**src/rtl/layer_write_arbiter.sv**
```systemverilog
`default_nettype none
// ============================================================================
//  Module   : layer_write_arbiter
//  Purpose  : Round-robin arbiter that shares the background and food-layer
//             RAM write ports among NUM_REQ game-logic requesters. Writes are
//             committed only inside an update window that opens on the
//             per-frame frame_start pulse. At most one write every two cycles.
//  Ports    : clk, reset_n (sync, active-low), frame_start (window open/reload)
//             req/req_layer/req_addr/req_data : per-requester write request
//             gnt                             : 1-cycle grant, with the write
//             background_* / food_layer_*     : registered RAM write ports
//             window_open                     : high in ARB or WRITE
//             write_count, starved            : only with LAYER_ARB_STATS_EN
//  Options  : LAYER_ARB_STATS_EN adds per-window write count and starvation
//             outputs, latched when the window closes.
//  Revision : 1.0  initial release
// ============================================================================
module layer_write_arbiter #(
  parameter int NUM_REQ       = 4,
  parameter int WINDOW_CYCLES = 256
) (
  input  logic                    clk,
  input  logic                    reset_n,
  input  logic                    frame_start,
  input  logic [NUM_REQ-1:0]      req,
  input  logic [NUM_REQ-1:0]      req_layer,
  input  logic [4*NUM_REQ-1:0]    req_addr,
  input  logic [32*NUM_REQ-1:0]   req_data,
  output logic [NUM_REQ-1:0]      gnt,
  output logic [31:0]             background_data,
  output logic [3:0]              background_wraddress,
  output logic                    background_wren,
  output logic [31:0]             food_layer_data,
  output logic [3:0]              food_layer_wraddress,
  output logic                    food_layer_wren,
  output logic                    window_open
`ifdef LAYER_ARB_STATS_EN
  ,
  output logic [7:0]              write_count,
  output logic [NUM_REQ-1:0]      starved
`endif
);

  localparam int          IDX_W      = $clog2(NUM_REQ);
  localparam logic [11:0] C_WIN_LOAD = 12'(WINDOW_CYCLES - 1);

  typedef enum logic [1:0] {
    S_IDLE  = 2'd0,
    S_ARB   = 2'd1,
    S_WRITE = 2'd2
  } state_t;

  state_t             r_state;
  state_t             w_state_next;
  logic [11:0]        r_win_cnt;
  logic [IDX_W-1:0]   r_rr_last;
  logic [IDX_W-1:0]   r_idx;
  logic               w_pick_valid;
  logic [IDX_W-1:0]   w_pick_idx;
  logic               w_expired;

  // A frame_start arriving as the counter hits zero reloads the window
  // instead of letting it close.
  assign w_expired   = (r_win_cnt == 12'd0) && !frame_start;
  assign window_open = (r_state == S_ARB) || (r_state == S_WRITE);

  // Cyclic search starting just after the last granted requester.
  always_comb begin
    int j;
    j            = 0;
    w_pick_valid = 1'b0;
    w_pick_idx   = '0;
    for (int k = 1; k <= NUM_REQ; k++) begin
      j = int'(r_rr_last) + k;
      if (j >= NUM_REQ) j = j - NUM_REQ;
      if (!w_pick_valid && req[j]) begin
        w_pick_valid = 1'b1;
        w_pick_idx   = IDX_W'(j);
      end
    end
  end

  always_comb begin
    w_state_next = r_state;
    case (r_state)
      S_IDLE:  if (frame_start) w_state_next = S_ARB;
      S_ARB: begin
        if (w_expired)         w_state_next = S_IDLE;
        else if (w_pick_valid) w_state_next = S_WRITE;
      end
      S_WRITE: w_state_next = w_expired ? S_IDLE : S_ARB;
      default: w_state_next = S_IDLE;
    endcase
  end

  // Write-port outputs are loaded on the ARB->WRITE edge so that they are
  // visible for exactly the WRITE cycle; data/address hold afterwards.
  always_ff @(posedge clk) begin
    if (!reset_n) begin
      r_state              <= S_IDLE;
      r_win_cnt            <= 12'd0;
      r_rr_last            <= IDX_W'(NUM_REQ - 1);
      r_idx                <= '0;
      gnt                  <= '0;
      background_data      <= 32'd0;
      background_wraddress <= 4'd0;
      background_wren      <= 1'b0;
      food_layer_data      <= 32'd0;
      food_layer_wraddress <= 4'd0;
      food_layer_wren      <= 1'b0;
    end else begin
      r_state <= w_state_next;

      if (frame_start)
        r_win_cnt <= C_WIN_LOAD;
      else if (r_state != S_IDLE && r_win_cnt != 12'd0)
        r_win_cnt <= r_win_cnt - 12'd1;

      gnt             <= '0;
      background_wren <= 1'b0;
      food_layer_wren <= 1'b0;

      if (r_state == S_ARB && w_state_next == S_WRITE) begin
        r_idx <= w_pick_idx;
        gnt   <= NUM_REQ'(1) << w_pick_idx;
        if (req_layer[w_pick_idx]) begin
          food_layer_data      <= req_data[32*w_pick_idx +: 32];
          food_layer_wraddress <= req_addr[4*w_pick_idx +: 4];
          food_layer_wren      <= 1'b1;
        end else begin
          background_data      <= req_data[32*w_pick_idx +: 32];
          background_wraddress <= req_addr[4*w_pick_idx +: 4];
          background_wren      <= 1'b1;
        end
      end

      if (r_state == S_WRITE)
        r_rr_last <= r_idx;
    end
  end

`ifdef LAYER_ARB_STATS_EN
  logic [7:0] r_win_writes;
  logic       w_closing;

  assign w_closing = (r_state != S_IDLE) && (w_state_next == S_IDLE);

  // A window closing out of WRITE includes that final write; the requester
  // being granted in that cycle is not counted as starved.
  always_ff @(posedge clk) begin
    if (!reset_n) begin
      r_win_writes <= 8'd0;
      write_count  <= 8'd0;
      starved      <= '0;
    end else if (w_closing) begin
      write_count  <= (r_state == S_WRITE && r_win_writes != 8'hFF)
                      ? r_win_writes + 8'd1 : r_win_writes;
      starved      <= req & ~gnt;
      r_win_writes <= 8'd0;
    end else if (r_state == S_WRITE && r_win_writes != 8'hFF) begin
      r_win_writes <= r_win_writes + 8'd1;
    end
  end
`endif

endmodule
`default_nettype wire
```
**config.mk**
```make
export PLATFORM = sky130hd
export DESIGN_NAME = layer_write_arbiter
export DESIGN_NICKNAME = d
export VERILOG_FILES = /design/src/rtl/layer_write_arbiter.sv
export SDC_FILE = /design/constraint.sdc
export NUM_CORES = 1
export LEC_CHECK = 0
export ABC_AREA = 1
export BUFFER_PORTS_ARGS = -buffer_cell sky130_fd_sc_hd__buf_2
export CORE_MARGIN = 3
export CORE_UTILIZATION = 49
export DETAILED_ROUTE_END_ITERATION = 10
export PLACE_DENSITY_LB_ADDON = 0.1
export RECOVER_POWER = 25
export SLEW_MARGIN = 20
export SYNTH_ARGS = -nofsm -noshare
export SYNTH_HDL_FRONTEND = slang
export SYNTH_SLANG_ARGS = --single-unit
```
**constraint.sdc**
```tcl
create_clock -name clk -period 2.8 [get_ports clk]
set_clock_uncertainty 0.15 [all_clocks]
set_input_delay 0.14 -clock clk [delete_from_list [all_inputs] [get_ports clk]]
set_output_delay 0.14 -clock clk [all_outputs]
set_load 0.005 [all_outputs]
```
==> flow_summary.toml <==
[outcome]
status = "finished, final reports clean"

[clocking]
numCtsBuffers = 9
clkSlewWorstSetupHoldPaths_ns = 0.06
cts_buffer_depth = 2
clk_latency_ns = 0.34
clockRootBuffer = "clkbuf_16"
cts_tree = "built"
h-tree-depth = 3
cts_sinks = 96

[drt]
drtAntennaViolNets = 0
totalWireLength_um = 15700
num_vias = 6085
post_drt_wl_per_cell_um = 12.0
met2WireLength_um = 7550
drt_iter0_drc = 270
route.layer.met1.wl_um = 6770
first_pass_iters = 4
avgViaCountPerCell = 4.66
drc_errors = 0
routed-wl-met3_um = 1050
top_layer = "met4"

[setup_path]
worst_ep_required_time_ns = 2.88
critPathArrivalTime_ns = 2.56
crit_fanout = 27
crit_type = "reg2reg"
crit_path_end_kind = "flop"
r2r_start = "r_rr_last[1]"
cp-start-kind = "flop"
reg2reg_slack_ns = 0.32
r2r-end = "background_data[0]"
r2r_cells = 14

[final_layout]
final_common_cell = "nand2_1"
multiInputGateArea_um2 = 2950
diodes = 0
final_cell_count_no_fill = 1306
drive_gt1_frac = 0.220
syn_to_final_growth_pct = 25.6
post-route-util = 0.646
mostFrequentLayoutCells = "nand2_1, nor2_1, buf_2, inv_1, dfxtp_1"
fill_cells = 1141
num-nets-final = 1323
seq_area_um2 = 1920

[timing]
tns_ns = 0
fmax_ghz = 0.403
setup_viol = 0
final_max_slew_viol_count = 0
worst_slack_ns = 0.321
fin_crit_sh = 0.885
finalHoldViolCount = 0
relSlewSlack = 0.636
fin_crit_ns = 2.48
tightest_slew_ns = 0.546
grt_setup_unrepaired = "no"

[logic_synthesis]
yosysWarnings = 0
ys_seq_area_frac = 0.336
ys_types = 29
syn_nets = 1111
synth_area_um2 = 5720
synth_top_cell_by_area = "dfxtp_1"
syn_avg_cell_area_um2 = 6.02
yosys_register_bits = 96
yosys-top-cells-area = "dfxtp_1, nand2_1, nor2_1"
synthCells = 950
synth_top_area_frac = 0.336

[pwr]
power_density_nw_per_um2 = 718
p_leak_nw = 4.11
ir_drop_mv = 0.486

[floorplan]
fp.dieArea_um2 = 13000
die-width_um = 114
core_um2 = 11100
die_h_um = 114
initial_core_util = 0.514
rows = 38
ioPinCount = 234

[global_route]
first_global_vias = 5378
grt_pass1_wl_um = 24900
grt_util_all_layers = 0.234
overflow = 0
grt_max_degree = 50
antenna_found_initial = 0

[min_path]
holdPathEnd = "background_data[27]"
min_path_type = "in2reg"
holdPathStages = 5
hold_start = "req_data[91]"

[placed_design]
port_buffers = 233
preCtsSetupSlack_ns = 0.282
placedCellCount = 1290
dpl.hpwl_um = 11800
place.gp.congestion = 0.870

[job]
maxCapViolCount = 0
cells in the mapped netlist, drive strengths merged:
master and number:
xor2 2, or2 1, a21oi 14, nor3b 2
dfxtp 96, nand2 280, ha 6, inv 144
nor3 2, buf 37, o211ai 36, o21ai 43
clkbuf 10, a31oi 4, nor2 244, nand4 2
nand3b 2, nand3 25
logic make-up (layout without fill, tap and decap cells):
logic type,after synthesis,in the layout,share of synthesized area
xor+xnor,2,2,0.00306
compound gates,97,97,0.102
flops,96,96,0.336
fa+ha+maj,6,6,0.0131
buf+inv,191,407,0.149
simple gates,558,558,0.397
critical path, cell delays in order (launching register included):
cell,delay [ns]
dfxtp_1,0.42
inv_2,0.12
nand2_1,0.09
nand2_2,0.07
nand2_2,0.10
nand2_4,0.08
a21oi_1,0.16
nand2_2,0.13
nand2_4,0.14
inv_2,0.14
buf_12,0.20
o21ai_0,0.22
nand2_1,0.14
nor2_1,0.13
nor2_1,0.06
cell type report:
class,count,share of cell area
clock buffers,11,0.0324
clock inverters,4,0.00975
inverters,144,0.0752
multi-input cells,663,0.410
flip-flops and latches,96,0.268
well taps,140,0.0244
repair buffers,248,0.181
power breakdown:
part           internal (W)  switching [W]  total (W)
sequential          0.00146      0.0000610    0.00153
clock              0.000775       0.000501    0.00128
combinational      0.000819        0.00154    0.00236
total               0.00306        0.00210    0.00516
routing by layer:
layer  global-route usage  vias to the layer above
met3               0.0387                       19
met2                0.411                      175
met1                0.290                     2608
li1                     -                     3283
met5                    0                        -
met4               0.0768                        0
flip-flops by register name, indices dropped and copies added, names as in the netlist, 2 cells and up:
signal                count
food_layer_data          32
r_idx                     2
r_rr_last                 2
gnt                       4
food_layer_wraddress      4
background_data          32
background_wraddress      4
r_state                   2
r_win_cnt                12
how the worst max path moves through the flow:
stage / start / to / depth (start not counted)
global route: r_rr_last[0] / food_layer_data[10] / 15
CTS: r_rr_last[0] / background_data[9] / 14
floorplan: r_rr_last[0] / background_data[24] / 15
global placement: r_rr_last[0] / background_data[9] / 14
finish: r_rr_last[1] / background_data[0] / 14
detailed placement: r_rr_last[0] / background_data[9] / 14
repair_timing:
item                                    CTS  global route
hold buffers                              1             0
buffers inserted                          0             0
endpoints found under the setup margin    0             6
endpoints found under the hold margin     2             0
resized for setup                         0             4
stage by stage:
step / instance area (um2) / total power [W] / hold slack [ns]
floorplan: 5720 / 0.00338 / 0.142
global placement: 6900 / 0.00390 / 0.302
detailed placement: 6900 / 0.00391 / 0.307
CTS: 7220 / 0.00519 / 0.00372
global route: 7190 / 0.00559 / 0.0400
finish: 7190 / 0.00516 / 0.00731
Power figures use the tool's default switching activity.
